===== src/rtl/seven_segment_scan_controller.sv =====
// Time-multiplexed seven-segment scan controller with tear-free shadow-register loading.
// Optional build macro LEADING_ZERO_BLANK_EN blanks zero digits above the most significant nonzero digit.
module seven_segment_scan_controller #(
  parameter int NUM_DIGITS   = 4,
  parameter int REFRESH_DIV  = 100000,
  parameter int BLANK_CYCLES = 1000
) (
  input  logic                    clk,
  input  logic                    rst_n,
  input  logic                    enable,
  input  logic                    load,
  input  logic [4*NUM_DIGITS-1:0] data_in,
  input  logic [NUM_DIGITS-1:0]   dp_in,
  output logic                    load_ready,
  output logic [NUM_DIGITS-1:0]   an,
  output logic [6:0]              seg,
  output logic                    dp,
  output logic                    frame_tick
);

  localparam int CNT_W = $clog2(REFRESH_DIV);
  localparam int IDX_W = $clog2(NUM_DIGITS);
  localparam logic [CNT_W-1:0] CNT_LAST   = CNT_W'(REFRESH_DIV - 1);
  localparam logic [CNT_W-1:0] BLANK_LAST = CNT_W'(BLANK_CYCLES - 1);
  localparam logic [CNT_W-1:0] CNT_ONE    = CNT_W'(1);
  localparam logic [IDX_W-1:0] IDX_LAST   = IDX_W'(NUM_DIGITS - 1);
  localparam logic [IDX_W-1:0] IDX_ONE    = IDX_W'(1);

  localparam logic [1:0] ST_IDLE  = 2'd0;
  localparam logic [1:0] ST_BLANK = 2'd1;
  localparam logic [1:0] ST_ON    = 2'd2;

  function automatic logic [6:0] hex_decode(input logic [3:0] nib);
    logic [6:0] s;
    case (nib)
      4'h0:    s = 7'b1000000;
      4'h1:    s = 7'b1111001;
      4'h2:    s = 7'b0100100;
      4'h3:    s = 7'b0110000;
      4'h4:    s = 7'b0011001;
      4'h5:    s = 7'b0010010;
      4'h6:    s = 7'b0000010;
      4'h7:    s = 7'b1111000;
      4'h8:    s = 7'b0000000;
      4'h9:    s = 7'b0010000;
      4'hA:    s = 7'b0001000;
      4'hB:    s = 7'b0000011;
      4'hC:    s = 7'b1000110;
      4'hD:    s = 7'b0100001;
      4'hE:    s = 7'b0000110;
      4'hF:    s = 7'b0001110;
      default: s = 7'b1111111;
    endcase
    return s;
  endfunction

`ifdef LEADING_ZERO_BLANK_EN
  // A digit is a leading zero when it and every digit above it are zero; digit 0 always shows.
  function automatic logic lead_zero(input logic [4*NUM_DIGITS-1:0] val,
                                     input logic [IDX_W-1:0] pos);
    logic z;
    z = 1'b1;
    for (int j = 0; j < NUM_DIGITS; j++) begin
      z = z & ((j < int'(pos)) || (val[4*j +: 4] == 4'h0));
    end
    return z && (pos != {IDX_W{1'b0}});
  endfunction
`endif

  logic [1:0]              state_r, state_nxt_s;
  logic [CNT_W-1:0]        cnt_r, cnt_nxt_s;
  logic [IDX_W-1:0]        idx_r, idx_nxt_s;
  logic                    boundary_s;
  logic [4*NUM_DIGITS-1:0] shadow_r, active_r;
  logic [NUM_DIGITS-1:0]   shadow_dp_r, active_dp_r;
  logic                    pending_r, pending_nxt_s;
  logic                    transfer_s, accept_s;
  logic                    load_ready_r;
  logic                    lit_s, cur_blank_s;
  logic [3:0]              cur_nib_s;
  logic [NUM_DIGITS-1:0]   an_nxt_s, an_r;
  logic [6:0]              seg_nxt_s, seg_r;
  logic                    dp_nxt_s, dp_r, frame_tick_r;

  // Scan sequencing: slot counter, digit index and the frame-boundary strobe.
  always_comb begin
    state_nxt_s = state_r;
    cnt_nxt_s   = cnt_r;
    idx_nxt_s   = idx_r;
    boundary_s  = 1'b0;
    if (!enable) begin
      state_nxt_s = ST_IDLE;
      cnt_nxt_s   = {CNT_W{1'b0}};
      idx_nxt_s   = {IDX_W{1'b0}};
    end else begin
      case (state_r)
        ST_IDLE: begin
          state_nxt_s = ST_BLANK;
          cnt_nxt_s   = {CNT_W{1'b0}};
          idx_nxt_s   = {IDX_W{1'b0}};
        end
        ST_BLANK: begin
          cnt_nxt_s = cnt_r + CNT_ONE;
          if (cnt_r == BLANK_LAST) begin
            state_nxt_s = ST_ON;
          end else begin
            state_nxt_s = ST_BLANK;
          end
        end
        ST_ON: begin
          if (cnt_r == CNT_LAST) begin
            cnt_nxt_s   = {CNT_W{1'b0}};
            state_nxt_s = ST_BLANK;
            if (idx_r == IDX_LAST) begin
              idx_nxt_s  = {IDX_W{1'b0}};
              boundary_s = 1'b1;
            end else begin
              idx_nxt_s = idx_r + IDX_ONE;
            end
          end else begin
            cnt_nxt_s = cnt_r + CNT_ONE;
          end
        end
        default: begin
          state_nxt_s = ST_IDLE;
          cnt_nxt_s   = {CNT_W{1'b0}};
          idx_nxt_s   = {IDX_W{1'b0}};
        end
      endcase
    end
  end

  // Scan state registers.
  always_ff @(posedge clk or negedge rst_n) begin
    if (!rst_n) begin
      state_r <= ST_IDLE;
      cnt_r   <= {CNT_W{1'b0}};
      idx_r   <= {IDX_W{1'b0}};
    end else begin
      state_r <= state_nxt_s;
      cnt_r   <= cnt_nxt_s;
      idx_r   <= idx_nxt_s;
    end
  end

  // Handshake: a pending shadow moves to active only while idle or at a frame wrap.
  always_comb begin
    transfer_s = pending_r && ((state_r == ST_IDLE) || boundary_s);
    accept_s   = load && load_ready_r;
    if (transfer_s) begin
      pending_nxt_s = 1'b0;
    end else if (accept_s) begin
      pending_nxt_s = 1'b1;
    end else begin
      pending_nxt_s = pending_r;
    end
  end

  // Shadow and active value registers.
  always_ff @(posedge clk or negedge rst_n) begin
    if (!rst_n) begin
      shadow_r     <= {(4*NUM_DIGITS){1'b0}};
      shadow_dp_r  <= {NUM_DIGITS{1'b0}};
      active_r     <= {(4*NUM_DIGITS){1'b0}};
      active_dp_r  <= {NUM_DIGITS{1'b0}};
      pending_r    <= 1'b0;
      load_ready_r <= 1'b1;
    end else begin
      if (transfer_s) begin
        active_r    <= shadow_r;
        active_dp_r <= shadow_dp_r;
      end
      if (accept_s) begin
        shadow_r    <= data_in;
        shadow_dp_r <= dp_in;
      end
      pending_r    <= pending_nxt_s;
      load_ready_r <= ~pending_nxt_s;
    end
  end

  // Pin values for the current slot; gating on enable darkens the display the cycle after it drops.
  always_comb begin
    lit_s     = enable && (state_r == ST_ON);
    cur_nib_s = active_r[{idx_r, 2'b00} +: 4];
`ifdef LEADING_ZERO_BLANK_EN
    cur_blank_s = lead_zero(active_r, idx_r);
`else
    cur_blank_s = 1'b0;
`endif
    if (lit_s) begin
      an_nxt_s  = ~(NUM_DIGITS'(1) << idx_r);
      seg_nxt_s = cur_blank_s ? 7'h7F : hex_decode(cur_nib_s);
      dp_nxt_s  = ~active_dp_r[idx_r];
    end else begin
      an_nxt_s  = {NUM_DIGITS{1'b1}};
      seg_nxt_s = 7'h7F;
      dp_nxt_s  = 1'b1;
    end
  end

  // Registered display pins and frame strobe.
  always_ff @(posedge clk or negedge rst_n) begin
    if (!rst_n) begin
      an_r         <= {NUM_DIGITS{1'b1}};
      seg_r        <= 7'h7F;
      dp_r         <= 1'b1;
      frame_tick_r <= 1'b0;
    end else begin
      an_r         <= an_nxt_s;
      seg_r        <= seg_nxt_s;
      dp_r         <= dp_nxt_s;
      frame_tick_r <= boundary_s;
    end
  end

  assign an         = an_r;
  assign seg        = seg_r;
  assign dp         = dp_r;
  assign frame_tick = frame_tick_r;
  assign load_ready = load_ready_r;

endmodule

===== config.mk =====
export PLATFORM = sky130hd
export DESIGN_NAME = seven_segment_scan_controller
export DESIGN_NICKNAME = d
export VERILOG_FILES = /design/src/rtl/seven_segment_scan_controller.sv
export SDC_FILE = /design/constraint.sdc
export NUM_CORES = 1
export LEC_CHECK = 0
export BUFFER_PORTS_ARGS = -buffer_cell sky130_fd_sc_hd__buf_2
export CORE_UTILIZATION = 45
export CTS_CLUSTER_SIZE = 10
export DETAILED_ROUTE_END_ITERATION = 8
export GPL_ROUTABILITY_DRIVEN = 0
export PLACE_DENSITY = 0.66
export SLEW_MARGIN = 20
export SYNTH_ARGS = -nofsm -noshare
export SYNTH_HDL_FRONTEND = slang
export SYNTH_SLANG_ARGS = --single-unit

===== constraint.sdc =====
create_clock -name clk -period 2.25 [get_ports clk]
set_clock_uncertainty 0.15 [all_clocks]
set_input_delay 0.45 -clock clk [delete_from_list [all_inputs] [get_ports clk]]
set_output_delay 0.45 -clock clk [all_outputs]
set_load 0.01 [all_outputs]

# ---- After elaboration in Yosys (flattened, before gate mapping)
# Memories as Yosys holds them, arrays and structs flattened.
# Index checks and enable logic that the tools add are counted.
dict set report classes {
  add_sub_neg 2
  order_cmp 1
  n_eq_ne 7
  shifts 2
  n_mux 22
  bitwise_logic 3
  n_reduce_logical 6
}
# op n
set op_table {}
lappend op_table {{$mux 17} 2}
lappend op_table {{$pmux 17 s2} 1}
lappend op_table {{$add 17x1->17 const B} 1}
lappend op_table {{$eq 17x10->1 const B} 1}
lappend op_table {{$eq 17x17->1 const B} 1}
lappend op_table {{$shiftx 16x5->4} 1}
lappend op_table {{$mux 2} 6}
lappend op_table {{$mux 1} 8}
lappend op_table {{$mux 7} 1}
lappend op_table {{$pmux 2 s3} 1}
lappend op_table {{$eq 2x2->1 const B} 2}
lappend op_table {{$mux 4} 1}
lappend op_table {{$not 4->4} 1}
lappend op_table {{$pmux 2 s2} 1}
lappend op_table {{$shl 1x2->4 const A} 1}
lappend op_table {{$logic_and 1x1->1} 3}
lappend op_table {{$lt 2x3->1 const B} 1}
lappend op_table {{$ne 3x3->1 const B} 1}
lappend op_table {{$add 2x1->2 const B} 1}
lappend op_table {{$bmux 1 s2} 1}
lappend op_table {{$eq 2x1->1 const B} 1}
lappend op_table {{$logic_not 2->1} 1}
lappend op_table {{$ne 2x2->1 const B} 1}
lappend op_table {{$not 1->1} 2}
lappend op_table {{other kinds (2)} 2}
dict set report word_totals {
  regBits 76
  mem_bits_ro 112
  in_bits 24
  output_inout_bits 14
  word_cells 57
  n_memories 1
}
# memory words width read_ports rd_clocked_by_memory_dff wr line
set mem_list {}
lappend mem_list {{(no name shown)} 16 7 1 0 0 35} ;# case (nib)

# ---- Longest topological paths before layout
# Gate-level depths: netlist (run 1).
dict set report logic_depth {
  depth_word 9
  ltp_mapped 9
  ltp_nobuf 6
}

# ---- Worst setup path before layout (run 1)
# No wires, ideal clock.
dict set report synth_path {
  path_kind {register to register}
  start {register cnt_r[13]}
  end {register cnt_r[10]}
  setup_ns 0.134
  t_arrival_ns 2.056
  t_required_ns 1.966
  setup_slack_ns -0.090
  path_stages_with_launch 7
  path_buffers 2
  synth_period_minus_slack_ns 2.340
  path_cell_list {dfrtp_1 > or4_1 > or4_1 > buf_2 > a21oi_4 > buf_6 > nor3_1}
}
dict set report synth_between {
  elab_chain_cells 4
}
# item line
set synth_rtl {}
lappend synth_rtl {{from (decl)} 71} ;# logic [CNT_W-1:0] cnt_r, cnt_nxt_s;
lappend synth_rtl {{from (signal assigned)} 137} ;# cnt_r <= {CNT_W{1'b0}};
lappend synth_rtl {{from (signal assigned)} 141} ;# cnt_r <= cnt_nxt_s;
lappend synth_rtl {{$eq 17x17->1} 111} ;# if (cnt_r == CNT_LAST) begin
lappend synth_rtl {{$mux 17} 111}
lappend synth_rtl {{$pmux 17 s2} 96} ;# case (state_r)
lappend synth_rtl {{$mux 17} 91} ;# if (!enable) begin
lappend synth_rtl {{net cnt_nxt_s[10]} 71}
# The timed path passes the listed nets, and every way through them passes these cells.
# A chain may end at the register's enable or synchronous reset.

# ---- Final worst setup path (run 1)
dict set report layout_path {
  start {register cnt_r[13]}
  end {register cnt_r[7]}
}
# The elaborated chain is that of the path after synthesis.

==> impl_results.md, run 1 <==
* Gr usage total at 0.198
* Leakage power at between 1.5 and 2 nW
* CTS tree: done
* Setup_tns at 0 ns
* Delay-heaviest family, CP: simple AND/OR/NAND/NOR gates
* Worst-Margin Slew at between 0.6 and 0.7 ns
* Post-synth ARST share at 1.00
* Initial DRC count at ~130
* Gate power share at 0.279
* Die width at 96.1 µm
* Die area at 0.00923 mm²
* Beginning of the critical path: cnt_r[13]$_DFF_PN0_
* Vias/cell at around 5.5
* Wire per inst at 14.9 µm
* Most frequent cells in the layout: 63 x dfrtp_1, 40 x nand2_1, 36 x buf_2, 27 x o21ai_0
* Max-cap violations at 0
* Root Buffer: clkbuf_8
* Worst Setup Path Type: register to register
* H-tree Lvls at 3
* Slew Viols, Final at 0
* ANT cells at 0
* Final cycle utilization of the critical path at 0.965
* DRC Markers at 0
* Crit path cell chain: or4_4, or4_4, a21oi_4, buf_12, nor3_1
* Flop pwr share at 0.458
* Die Span Y at between 90 and 100 µm
* Worst hold path startpoint: data_in[6]
* Detailed Route WL at 8060 µm
* Synth warn at 0
* Finished Layout Cells at 540
* Reg2reg start: cnt_r[13]$_DFF_PN0_
* Std-Cell Rows at 33
* Hold slack at approximately 0.17 ns
* Sequential area share after synthesis at 0.482
* Top FF cell, synth: dfrtp_1
* Placement Setup Slack at between 0.0015 and 0.002 ns
* HP Class: primary input to register
* Pint at 0.00283 W
* Placed cell count at 522
* Initial antenna violation count at 0
* Synthesized area at around 0.004 mm²
* Clock share of power at 0.263
* Number of global-route vias before repair at about 2800
* Crit path max-delay cell type: or4_4
* Final worst path period need at between 2 and 2.5 ns
* Syn Area/Cell at about 10 µm²
* Most common cell after layout, fill and taps aside: dfrtp_1
* Vias at roughly 3000
* TritonRoute pass-1 iters at 4
* Maximum clock frequency at 461 MHz
* RSZ-0062 raised after global routing: no
* # nets final at 470
* Final hold violation count at 0
* IO Pins at 38
* Clk_lat worst skew at between 0.3 and 0.4 ns
* Gr ovfl total at 0
* Syn-to-layout area delta at 17.0%
* Switching share of power at 0.325
* Core region area at roughly 0.0084 mm²
* # setup viols final at 0
* Cts bufs inserted at 9
* Crit-path max FO at 17
* Critical path startpoint category: register
* First-pass GRT wire length at 13900 µm
* Largest net degree at the start of global routing at 32
* CTS Buffer Depth at 2
* Arr. time, crit path at between 2 and 2.5 ns
* Final antenna-violating net count at 0
* Synth Instances at 380
* Pwr/cell area at about 900 mW/mm²
* Worst setup margin at just under 0.08 ns
* Crit path buffers/inverters at 1
* Filler cell count at 749
* Critical Path RT at 2.31 ns
* Port Buffer Count at 37
* Crit. End Element: register
* Initial core utilization at 0.475
* Synthesized flop and latch total at between 70 and 80
* Post-synthesis cell type count at 46
* Syn_nets at 420
* Status: finished, final reports clean
* Switching power at 0.00136 W
* Max incr delay on CP at between 0.5 and 0.6 ns
* Number of flops mapped to enable cells by yosys at 0
* VDD IR max at roughly 0.00052 V
* Share of cells above drive strength 1 at 0.276
* Clk pin slew, worst setup/hold paths at 0.09 ns
* Most used cell, CP: or4_4
* Post-DP HPWL at between 5000 and 6000 µm
* Slew margin rel. at 0.599
* CTS Sinks at 76
synth_stat cells (5+ instances only):
master | n | area (µm²)
a211oi_1 | 5 | 37.5
a21oi_1 | 5 | 25.0
clkbuf_1 | 22 | 82.6
dfrtp_1 | 63 | 1580
dfstp_2 | 13 | 342
ha_1 | 16 | 200
inv_1 | 8 | 30.0
mux2_2 | 20 | 225
mux4_2 | 5 | 113
nand2_1 | 40 | 150
nand2b_1 | 23 | 144
nand3_1 | 5 | 25.0
nand4_1 | 8 | 50.1
nor2_1 | 7 | 26.3
nor2b_1 | 20 | 125
nor3_1 | 14 | 70.1
o211ai_1 | 23 | 173
o21ai_0 | 27 | 135
xnor2_1 | 6 | 52.6
xor2_1 | 5 | 43.8
area by class of cell:
cell class | count | area (µm²) | share of cell area
clock inverters | 7 | 82.6 | 0.0177
repair buffers | 63 | 423 | 0.0908
clock buffers | 9 | 124 | 0.0266
multi-input cells | 272 | 1950 | 0.418
inverters | 8 | 30.0 | 0.00645
well taps | 105 | 131 | 0.0282
flip-flops and latches | 76 | 1920 | 0.412
logic make-up after synthesis:
family / count (synthesis) / share of synthesized area
simple gates: 145 / 0.202
flops: 76 / 0.482
compound gates: 73 / 0.120
buf+inv: 32 / 0.0324
mux: 27 / 0.0899
fa+ha+maj: 16 / 0.0503
xor+xnor: 11 / 0.0242
worst paths after layout:
kind / endpoint / slack, ns / cells after the start
max: cnt_r[7]$_DFF_PN0_ / 0.08 / 5
min: shadow_r[6]$_DFFE_PN0P_ / 0.17 / 2
max reg2reg: cnt_r[7]$_DFF_PN0_ / 0.08 / 5
min reg2reg: shadow_dp_r[2]$_DFFE_PN0P_ / 0.36 / 1
max in group asynchronous: an[0]$_DFF_PN1_ / 0.95 / 3
min in group asynchronous: shadow_r[15]$_DFFE_PN0P_ / 0.42 / 2
layer usage:
layer,global-route usage,vias to the layer above,wire [µm]
met5,0,-,0
met4,0.0808,0,134
met3,0.0284,10,255
met2,0.287,52,3570
met1,0.295,1456,4100
li1,-,1456,-
worst reg2reg max path: stages, from the launching register on:
cell and delay [ns]:
dfrtp_1 0.39, or4_4 0.55, or4_4 0.49, a21oi_4 0.21, buf_12 0.17, nor3_1 0.06
power by group through the flow:
stage | Sequential, W | Clock (W) | Combinational, W
detailed placement | 0.00195 | 0 | 0.00117
CTS | 0.00193 | 0.00112 | 0.00118
finish | 0.00192 | 0.00110 | 0.00117
global placement | 0.00193 | 0 | 0.00114
floorplan | 0.00185 | 0 | 0.000940
global route | 0.00197 | 0.00119 | 0.00132
stage by stage:
| step | utilization | total power [W] | area [µm²] |
|---|---|---|---|
| after floorplan | - | 0.00279 | 3990 |
| after detailed placement | 0.527 | 0.00312 | 4420 |
| after CTS | 0.554 | 0.00423 | 4650 |
| final | 0.556 | 0.00420 | 4660 |
| after global routing | 0.556 | 0.00448 | 4660 |
| after global placement | 0.527 | 0.00307 | 4420 |
repair_timing:
action	in CTS	in global routing
endpoints found under the setup margin	18	32
gates resized for setup	2	1
hold buffers	1	0
endpoints found under the hold margin	26	0
buffers inserted	0	1
pin swaps	0	2
flip-flops by register name, indices dropped and copies added, names as in the netlist:
signal / flops
active_dp_r: 4
active_r: 16
an: 4
cnt_r: 17
dp: 1
frame_tick: 1
idx_r: 2
load_ready: 1
pending_r: 1
seg: 7
shadow_dp_r: 4
shadow_r: 16
state_r: 2
(Power assumes the default switching activity.)
==> inputs of run 2 (changes only) <==
- ABC_AREA: default -> 1
- CAP_MARGIN: default -> 20
==> impl_results.md, run 2 <==
* Status: finished, final reports clean (unchanged)
* Synth Area in XOR/XNOR at 0.0163 (was 0.0242)
* Grt met1 use at 0.258 (was 0.295)
* Final cycle utilization of the critical path at 0.883 (was 0.965)
* Number of flops mapped to enable cells by yosys at 0 (unchanged)
* Met2 Use GR at 0.304 (was 0.287)
* Worst-Margin Slew at 0.768 ns (was 0.600 ns)
* Initial DRC count at 118 (was 133)
* Compound-Gate Fraction of Synth Area at 0.0299 (was 0.120)
* Maximum clock frequency at 504 MHz (was 461 MHz)
* Share of cells above drive strength 1 at 0.165 (was 0.276)
* Area contributors post-synth: dfrtp_1 42%, nand2_1 18%, dfstp_2 9.1% (was dfrtp_1 40%, dfstp_2 8.6%, mux2_2 5.7%)
* Max incr delay on CP at 0.41 ns (was 0.55 ns)
* PnR Total Power at 0.00386 W (was 0.00420 W)
* Largest net degree at the start of global routing at 77 (was 32)
* First-pass GRT wire length at 13200 µm (was 13900 µm)
* Critical Path RT at 2.39 ns (was 2.31 ns)
* Clk_lat worst skew at 0.35 ns (was 0.36 ns)
* Flop pwr share at 0.518 (was 0.458)
* Critical path startpoint category: register (unchanged)
* Std-Cell Rows at 33 (unchanged)
* Crit. End Element: register (unchanged)
* Port Buffer Count at 37 (unchanged)
* Design area at 0.00423 mm² (was 0.00466 mm²)
* Gr ovfl total at 0 (unchanged)
* Syn_nets at 504 (was 420)
* Post_cts resized at 0 (was 2)
* Most used cell, CP: nand2_1 (was or4_4)
* Switching share of power at 0.354 (was 0.325)
* VDD IR max at 0.000893 V (was 0.000518 V)
* RSZ-0062 raised after global routing: no (unchanged)
* Initial core utilization at 0.461 (was 0.475)
* DRC Markers at 0 (unchanged)
* Syn Area/Cell at 8.12 µm² (was 10.5 µm²)
* Root Buffer: clkbuf_8 (unchanged)
* Post-synth top area share at 0.418 (was 0.396)
* Final worst path period need at 1.99 ns (was 2.17 ns)
* Filler cell count at 818 (was 749)
* Initial antenna violation count at 0 (unchanged)
* Leakage power at 2.12 nW (was 1.90 nW)
* Switching power at 0.00137 W (was 0.00136 W)
* Most Crowded Layer GR: met2 (was met1)
* Syn-to-layout area delta at 12.1% (was 17.0%)
* Placement Setup Slack at 0.261 ns (was 0.00185 ns)
* Worst Setup Path Type: register to register (unchanged)
* Post-DP HPWL at 5220 µm (was 5440 µm)
* Gr usage total at 0.193 (was 0.198)
* Slew Viols, Final at 0 (unchanged)
* Pint at 0.00250 W (was 0.00283 W)
* Final hold violation count at 0 (unchanged)
* Main combinational cell family by area after synthesis: simple AND/OR/NAND/NOR gates (unchanged)
* Crit path cell chain: inv_1, ha_1, nand2_1, nor2_1, nand4_2, nand2_4, buf_4, nand3_1, nand2_1 (was or4_4, or4_4, a21oi_4, buf_12, nor3_1)
* Post-CTS Setup Bufs at 0 (unchanged)
* Synth Instances at 464 (was 380)
* Post-synth ARST share at 1.00 (unchanged)
* Hold buffer count at CTS at 1 (unchanged)
* H-tree Lvls at 3 (unchanged)
* Vias at 2976 (was 2974)
* Number of global-route vias before repair at 2881 (was 2771)
* Most frequent cells in the layout: 180 x nand2_1, 63 x dfrtp_1, 46 x nand3_1, 46 x nor2_1, 37 x buf_2 (was 63 x dfrtp_1, 40 x nand2_1, 36 x buf_2, 27 x o21ai_0)
* Cell Area, Placed at 0.00404 mm² (was 0.00442 mm²)
* Detailed Route WL at 7410 µm (was 8060 µm)
* Core region area at 0.00818 mm² (was 0.00838 mm²)
* Synth warn at 0 (unchanged)
* Global-route met3 utilization at 0.0528 (was 0.0284)
* # setup viols final at 0 (unchanged)
* CTS Buffer Depth at 2 (unchanged)
* Hold slack at 0.130 ns (was 0.166 ns)
* Vias/cell at 4.85 (was 5.51)
* Clk pin slew, worst setup/hold paths at 0.08 ns (was 0.09 ns)
* ANT cells at 0 (unchanged)
* TritonRoute pass-1 iters at 5 (was 4)
* Max-cap violations at 0 (unchanged)
* Max reg flops at 17 (unchanged)
* Most common cell after layout, fill and taps aside: nand2_1 (was dfrtp_1)
* CTS tree: done (unchanged)
* Slew margin rel. at 0.488 (was 0.599)
* HP Class: primary input to register (unchanged)
* Die area at 0.00875 mm² (was 0.00923 mm²)
* Setup_tns at 0 ns (unchanged)
* Synth Area in Simple Gates at 0.334 (was 0.202)
* Biggest regs: cnt_r x17, active_r x16, shadow_r x16 (unchanged)
* # nets final at 544 (was 470)
* Synth cell count leaders: 180 x nand2_1, 63 x dfrtp_1, 46 x nand3_1, 46 x nor2_1, 33 x inv_1 (was 63 x dfrtp_1, 40 x nand2_1, 27 x o21ai_0)
* Pwr/cell area at 914 mW/mm² (was 901 mW/mm²)
* Final antenna-violating net count at 0 (unchanged)
* Crit path max-delay cell type: dfrtp_1 (was or4_4)
* Yosys top cell by area: dfrtp_1 (unchanged)
* CTS Sinks at 76 (unchanged)
* Reg with most FFs: cnt_r (unchanged)
* Worst setup margin at 0.264 ns (was 0.0788 ns)
* Synthesized area at 0.00377 mm² (was 0.00398 mm²)
* Post-synthesis cell type count at 31 (was 46)
* Count leader, synth: nand2_1 (was dfrtp_1)
* Crit-path max FO at 21 (was 17)
* Cts bufs inserted at 9 (unchanged)
* Gate power share at 0.239 (was 0.279)
* Die width at 93.5 µm (was 96.1 µm)
* Arr. time, crit path at 2.13 ns (was 2.23 ns)
* Sequential area share after synthesis at 0.509 (was 0.482)
* Post-synthesis mux area share at 0 (was 0.0899)
* Top FF cell, synth: dfrtp_1 (unchanged)
* IO Pins at 38 (unchanged)
* Die Span Y at 93.5 µm (was 96.1 µm)
* Wire per inst at 12.1 µm (was 14.9 µm)
* Synthesized flop and latch total at 76 (unchanged)
* Clock share of power at 0.243 (was 0.263)
* Area share of fa/ha/maj cells after synthesis at 0.0531 (was 0.0503)
## run 2: cell types whose count changed in the layout (fill, tap and decap cells not counted), sizes merged, moves of 6 or more
cell | previous run | this run
nand2 | 40 | 189
nor2 | 7 | 48
o21ai | 28 | 13
nor3 | 14 | 6
nor2b | 20 | 0
inv | 12 | 34
buf | 62 | 41
mux2 | 20 | 0
o211ai | 23 | 3
clkinv | 0 | 6
nand2b | 23 | 0
nand3 | 5 | 47
## run 2: cells by family (layout without fill, tap and decap cells)
logic type | count (synthesis) | count (layout)
adder cells (fa/ha/maj) | 16 | 16
flip-flops | 76 | 76
AO/OA/AOI/OAI | 20 | 20
AND/OR/NAND/NOR | 297 | 297
XOR/XNOR | 7 | 7
buffers and inverters | 48 | 93
## run 2: path summary, 6_finish.rpt
kind,end,from,cells after the start,slack [ns]
setup / recovery,active_r[12]$_DFFE_PN0P_,state_r[0]$_DFFE_PN0P_,9,0.26
hold / removal,shadow_r[4]$_DFFE_PN0P_,data_in[4],3,0.13
setup reg to reg,active_r[12]$_DFFE_PN0P_,state_r[0]$_DFFE_PN0P_,9,0.26
hold reg to reg,active_dp_r[1]$_DFFE_PN0P_,active_dp_r[1]$_DFFE_PN0P_,2,0.33
max in group asynchronous,dp$_DFF_PN1_,rst_n,3,1.07
min in group asynchronous,cnt_r[8]$_DFF_PN0_,rst_n,3,0.49
## run 2: metrics by stage
stage,cells,utilization
2_1_floorplan,464,-
3_3_place_gp,597,0.494
3_5_place_dp,597,0.494
4_1_cts,614,0.517
5_1_grt,614,0.517
6_report,614,0.517
## run 2: final cells by class
| cell class | count | area [µm²] | area share |
|---|---|---|---|
| Clock buffer | 10 | 138 | 0.0326 |
| Clock inverter | 6 | 40.0 | 0.00947 |
| Inverter | 35 | 131 | 0.0311 |
| Multi-Input combinational cell | 340 | 1630 | 0.386 |
| Sequential cell | 76 | 1920 | 0.454 |
| Tap cell | 105 | 131 | 0.0311 |
| Timing Repair Buffer | 42 | 238 | 0.0562 |
## run 2: power by group through the flow
stage               registers [W]  logic (W)  clock network, W
finish                    0.00200   0.000923          0.000940
CTS                       0.00201   0.000934          0.000982
detailed placement        0.00203   0.000926                 0
floorplan                 0.00190   0.000789                 0
global route              0.00206    0.00110           0.00104
global placement          0.00202   0.000902                 0
## run 2: worst max-delay path, delay by kind of cell (launching register included)
kind | cells | cell delay, ns
simple gates | 6 | 0.81
flops | 1 | 0.41
buf+inv | 2 | 0.33
fa+ha+maj | 1 | 0.23
## run 2: metal layers
| metal | wire (µm) | up-vias |
|---|---|---|
| met1 | 3660 | 1371 |
| met2 | 3350 | 57 |
| met3 | 260 | 16 |
| met5 | 0 | - |
| li1 | - | 1532 |
| met4 | 135 | 0 |
